File: config.mk
export PLATFORM = sky130hd
export DESIGN_NAME = demux_8_des_flat
export DESIGN_NICKNAME = d
export VERILOG_FILES = /design/src/rtl/demux_8_des_if.sv /design/src/rtl/demux_8_des.sv /design/src/flat_wrapper.sv
export SDC_FILE = /design/constraint.sdc
export NUM_CORES = 1
export LEC_CHECK = 0
export ABC_AREA = 1
export CAP_MARGIN = 10
export CORE_MARGIN = 1
export CORE_UTILIZATION = 50
export DETAILED_ROUTE_END_ITERATION = 8
export PLACE_DENSITY = 0.89
export SLEW_MARGIN = 30
export SYNTH_ARGS = -nofsm -noshare
export SYNTH_HDL_FRONTEND = slang
export SYNTH_SLANG_ARGS = --single-unit
File: constraint.sdc
create_clock -name clk -period 1.6 [get_ports clk]
set_input_delay 0.32 -clock clk [delete_from_list [all_inputs] [get_ports clk]]
set_output_delay 0.32 -clock clk [all_outputs]
set_load 0.1 [all_outputs]
File: src/rtl/demux_8_des_if.sv
// Bundle of the serial-in / byte-out signals of demux_8_des.
// Latency: none; this is wiring only.
// Backpressure: din_ready toward the bit source, dout_ready from the byte consumer.
// Ports (slave = deserializer view):
//   din, din_valid, clr, dout_ready      -> into the deserializer
//   din_ready, sel, dout, dout_valid     <- out of the deserializer
interface demux_8_des_if #(
  parameter int WIDTH = 8,
  parameter int SEL_W = 3
);
  logic             din;
  logic             din_valid;
  logic             din_ready;
  logic             clr;
  logic [SEL_W-1:0] sel;
  logic [WIDTH-1:0] dout;
  logic             dout_valid;
  logic             dout_ready;

  // Bit source and byte consumer side.
  modport master (
    output din, din_valid, clr, dout_ready,
    input  din_ready, sel, dout, dout_valid
  );

  // Deserializer side.
  modport slave (
    input  din, din_valid, clr, dout_ready,
    output din_ready, sel, dout, dout_valid
  );
endinterface

File: src/rtl/demux_8_des.sv
// Serial-to-parallel deserializer: bit k of each word lands in dout[k], LSB first.
// Latency: dout/dout_valid are updated on the same edge that accepts the 8th bit.
// Backpressure: stalls only the 8th bit while a previous word is still unconsumed.
// Ports:
//   clk, rst : rising-edge clock, asynchronous active-high reset
//   bus      : demux_8_des_if.slave (din/din_valid/din_ready, clr, sel,
//              dout/dout_valid/dout_ready)
module demux_8_des #(
  parameter int WIDTH = 8,
  parameter int SEL_W = 3
) (
  input  logic           clk,
  input  logic           rst,
  demux_8_des_if.slave   bus
);

  // This block is fixed at one byte with a 3-bit slot counter.
  if (WIDTH != 8 || SEL_W != 3) begin : g_bad_params
    $error("demux_8_des supports only WIDTH=8, SEL_W=3");
  end

  localparam logic [SEL_W-1:0] LAST_SLOT = SEL_W'(WIDTH - 1);

  typedef enum logic {
    EMPTY = 1'b0,
    FULL  = 1'b1
  } state_t;

  state_t           state;
  state_t           state_nxt;
  logic [WIDTH-1:0] acc;
  logic [SEL_W-1:0] cnt;
  logic [WIDTH-1:0] dout_q;

  logic             last_slot;
  logic             out_full;
  logic             din_ready_c;
  logic             xfer;
  logic             word_done;
  logic             consume;

  assign last_slot = (cnt == LAST_SLOT);
  assign out_full  = (state == FULL);

  // Only the final bit needs room in the holding register; bits 0..6 go into
  // acc and are always accepted. clr blocks acceptance outright.
  assign din_ready_c = !bus.clr && !(last_slot && out_full && !bus.dout_ready);

  assign xfer      = bus.din_valid && din_ready_c;
  assign word_done = xfer && last_slot;
  assign consume   = out_full && bus.dout_ready;

  // Assembly register and slot counter. cnt wraps 7 -> 0 by natural overflow.
  always_ff @(posedge clk or posedge rst) begin
    if (rst) begin
      acc <= '0;
      cnt <= '0;
    end else if (bus.clr) begin
      acc <= '0;
      cnt <= '0;
    end else if (xfer) begin
      cnt <= cnt + SEL_W'(1);
      if (last_slot) begin
        // Completed word moves to dout; start the next one from zero.
        acc <= '0;
      end else begin
        acc[cnt] <= bus.din;
      end
    end
  end

  // Output word register: only a completing transfer writes it, so it holds
  // its last value while the output is empty.
  always_ff @(posedge clk or posedge rst) begin
    if (rst) begin
      dout_q <= '0;
    end else if (word_done) begin
      dout_q <= {bus.din, acc[WIDTH-2:0]};
    end
  end

  // Output occupancy FSM: state register.
  always_ff @(posedge clk or posedge rst) begin
    if (rst) begin
      state <= EMPTY;
    end else begin
      state <= state_nxt;
    end
  end

  // Output occupancy FSM: next state. A completion on the same edge as a
  // consumption refills the register, so FULL persists.
  always_comb begin
    state_nxt = state;
    case (state)
      EMPTY: begin
        if (word_done) begin
          state_nxt = FULL;
        end
      end
      FULL: begin
        if (consume && !word_done) begin
          state_nxt = EMPTY;
        end
      end
      default: begin
        state_nxt = EMPTY;
      end
    endcase
  end

  assign bus.din_ready  = din_ready_c;
  assign bus.sel        = cnt;
  assign bus.dout       = dout_q;
  assign bus.dout_valid = out_full;

endmodule

File: src/flat_wrapper.sv
// flat-port wrapper written by rule: the top's interface ports become plain ports
module demux_8_des_flat 
#(
  parameter int WIDTH = 8,
  parameter int SEL_W = 3
)
  (clk, rst, bus_din, bus_din_valid, bus_clr, bus_dout_ready, bus_din_ready, bus_sel, bus_dout, bus_dout_valid);
  demux_8_des_if #(.WIDTH(WIDTH), .SEL_W(SEL_W)) bus_i ();
  input  logic clk;
  input  logic rst;
  input wire logic [$bits(bus_i.din)-1:0] bus_din;
  input wire logic [$bits(bus_i.din_valid)-1:0] bus_din_valid;
  input wire logic [$bits(bus_i.clr)-1:0] bus_clr;
  input wire logic [$bits(bus_i.dout_ready)-1:0] bus_dout_ready;
  output wire logic [$bits(bus_i.din_ready)-1:0] bus_din_ready;
  output wire logic [$bits(bus_i.sel)-1:0] bus_sel;
  output wire logic [$bits(bus_i.dout)-1:0] bus_dout;
  output wire logic [$bits(bus_i.dout_valid)-1:0] bus_dout_valid;
  assign bus_i.din = bus_din;
  assign bus_i.din_valid = bus_din_valid;
  assign bus_i.clr = bus_clr;
  assign bus_i.dout_ready = bus_dout_ready;
  assign bus_din_ready = bus_i.din_ready;
  assign bus_sel = bus_i.sel;
  assign bus_dout = bus_i.dout;
  assign bus_dout_valid = bus_i.dout_valid;
  demux_8_des #(.WIDTH(WIDTH), .SEL_W(SEL_W)) u_core (.clk(clk), .rst(rst), .bus(bus_i));
endmodule
==> results of run 1 <==
power groups by stage:
stage / Combinational [mW] / Clock [mW] / Sequential (mW)
floorplan: 0.0751 / 0 / 0.549
CTS: 0.197 / 0.253 / 0.501
detailed placement: 0.195 / 0 / 0.511
global placement: 0.186 / 0 / 0.510
finish: 0.197 / 0.251 / 0.501
global route: 0.213 / 0.266 / 0.503
cells in the mapped netlist:
cell,instances,area (um2)
and3_1,1,6.26
buf_6,2,22.5
dfrtp_1,19,475
ha_1,2,25.0
inv_1,21,78.8
inv_2,1,3.75
nand2_1,45,169
nand2_2,1,6.26
nand3_1,10,50.1
nand4_4,1,21.3
nor2_1,1,3.75
nor2_4,2,22.5
o21ai_1,3,15.0
o21ai_2,8,70.1
o21bai_4,1,18.8
registers in the layout (all words and copies together) (netlist names):
name,flops
u_core.bus.dout,8
u_core.acc,7
u_core.bus.sel,3
u_core.bus.dout_valid,1
metrics by stage:
stage | std cells | setup slack [ps] | TNS (ps) | area, um2 | power (mW)
floorplan | 118 | -378 | -1480 | 1030 | 0.624
finish | 171 | -278 | -278 | 1450 | 0.949
CTS | 171 | -289 | -289 | 1440 | 0.952
global placement | 167 | 17.8 | 0 | 1410 | 0.696
global route | 171 | -339 | -339 | 1450 | 0.982
detailed placement | 167 | -52.9 | -445 | 1410 | 0.706
repair_timing:
action                     in CTS  in global routing
setup endpoints to repair       2                  2
buffers inserted                0                  0
gates resized for setup         2                  1
pin swaps                       2                  0
cells in the final DEF (no fill, tap or decap), drive strengths merged:
cell,count
buf,21
clkinv,1
nand3,10
clkdlybuf4s50,5
nand2,46
o21ai,11
and3,1
ha,2
clkbuf,3
o21bai,1
nor2,3
inv,22
nand4,1
dfrtp,19
area by class of cell:
| cell class | instances | area, um2 |
|---|---|---|
| sequential | 19 | 485 |
| clock inverter | 1 | 5.00 |
| timing repair buffer | 26 | 370 |
| multi-input combinational | 75 | 450 |
| inverter | 22 | 82.6 |
| tap | 25 | 31.3 |
| clock buffer | 3 | 22.5 |
| fill | 98 | 335 |
tightest hold or removal path, stage by stage:
cell and delay, ps:
clkdlybuf4s50_1 400, inv_1 60, buf_4 250
routing by layer:
| layer | track usage, % | vias up |
|---|---|---|
| li1 | - | 416 |
| met1 | 27.1 | 395 |
| met2 | 46.1 | 25 |
| met3 | 3.14 | 5 |
| met4 | 9.41 | 0 |
| met5 | 0 | - |
kinds of logic after synthesis:
| family | share of synthesized area (%) |
|---|---|
| and+or+nand+nor | 28.2 |
| buffers and inverters | 10.6 |
| DFF | 48.1 |
| AOI/OAI and AO/OA | 10.5 |
| adders and majority gates | 2.53 |
final timing paths:
kind                                     end  cells after the start         startpoint
max                            bus_din_ready                      6  u_core.bus.sel[0]
max in group asynchronous  u_core.bus.sel[0]                      3                rst
max reg2reg                    u_core.acc[3]                      9  u_core.bus.sel[0]
min reg2reg                    u_core.acc[0]                      2      u_core.acc[0]
min                            u_core.acc[1]                      3                rst
min in group clk               u_core.acc[0]                      2      u_core.acc[0]
==> results.ini, run 1 <==
[logic_synthesis]
seq_area_frac_synth_pct = 48.1
yosysWarnings = 0
syn_area_per_cell_um2 = 8.38
netlist_instances = 118
syn_nets = 126
ys_ff_latch = 19
synth.distinct_cells = 15
syn-cell-area_um2 = 988

[timing]
rsz0062_at_grt = true
period_needed_ps = 1880
worstMarginPinSlew_ps = 292
hold_viol = 0
drv_slew = 0
holdWs_ps = 348
timing.final.ws_setup_ps = -278
setup_violations = 1
max_freq_mhz = 532
skew_ps = 3.32
relSlewSlack_pct = 80.5
fin_crit_sh_pct = 117

[clocking]
cts_root_buf = clkbuf_4
htree_num_levels = 1
clock_sinks = 19
clock_latency_ps = 300
clockBufferDepth = 2
cts_hold_buf = 0
tritoncts = yes
numCtsBuffers = 3
clk_pin_slew_ps = 110

[drt]
firstDrtPassIters = 4
wl_met2_mm = 1.18
antenna_left = 0
wl_met3_um = 83
drtIter0Drc = 28
drc = 0
top_layer = met4
wl_mm = 2.14
via_count = 841
m1WireLength_um = 851
routedWlPerCell_um = 12.5
vias_per_cell = 4.92

[pwr]
p_clk_share_pct = 26.4
power.internal_uw = 660
powerDensity_mw_per_mm2 = 655
power_frac_seq_pct = 52.8
peakVddDrop_uv = 544
p_sw_share_pct = 30.4
p_switching_uw = 288
p_leak_nw = 0.747
p_comb_share_pct = 20.7

[floorplanning]
core_mm2 = 0.00178
floorplan.initialDensity_pct = 55.4
die_y_um = 46.5
num_rows = 15
dieArea_mm2 = 0.00216
io_pins = 19
fp.dieW_um = 46.5

[place]
io_buffers = 18
place_hpwl_mm = 1.70
gp_congestion = 0.837

[setup_path]
arrival_ps = 1560
cp-start-kind = flop
path_buf_inv = 1
critPathTopFamily = flip-flops
worstPathRequired_ps = 1280
worst_path_largest_cell_delay_ps = 510
crit_path_max_fanout = 2
cpMaxStageDelayCell = dfrtp_4
setup.worst_path.end_class = output pin
worstSetupPathType = reg -> out
r2r_slack_ps = 40
cp_cell_sequence = ha_4 > ha_4 > nand2_4 > nor2_4 > nor2_4 > buf_12

[global_route]
antenna_found_initial = 0
grt_pass1_vias = 873
grt_pass1_wl_mm = 3.67
gr-total-overflow = 0
grt_use_total_pct = 24.4
grt_start_max_net_pins = 20

[final_layout]
area_growth_pct = 46.5
nets = 155
fin_util_pct = 81.2
diodes = 0
layout-drive-gt1-share_pct = 32.2

[run_status]
status = complete, but fails checks
violations = negative setup slack

[run]
maxCapViolCount = 0

[hold_path]
hp-class = in -> async

Power figures use the tool's default switching activity.
==> run 2, diff against run 1 <==
--- a/config.mk
+++ b/config.mk
@@ -10,8 +10,10 @@
 export CORE_MARGIN = 1
 export CORE_UTILIZATION = 50
 export DETAILED_ROUTE_END_ITERATION = 8
+export GPL_ROUTABILITY_DRIVEN = 0
 export PLACE_DENSITY = 0.89
 export SLEW_MARGIN = 30
 export SYNTH_ARGS = -nofsm -noshare
 export SYNTH_HDL_FRONTEND = slang
 export SYNTH_SLANG_ARGS = --single-unit
+export TNS_END_PERCENT = 100
==> results of run 2 <==
The final DEF is identical to that of run 1; final timing and power are the same.
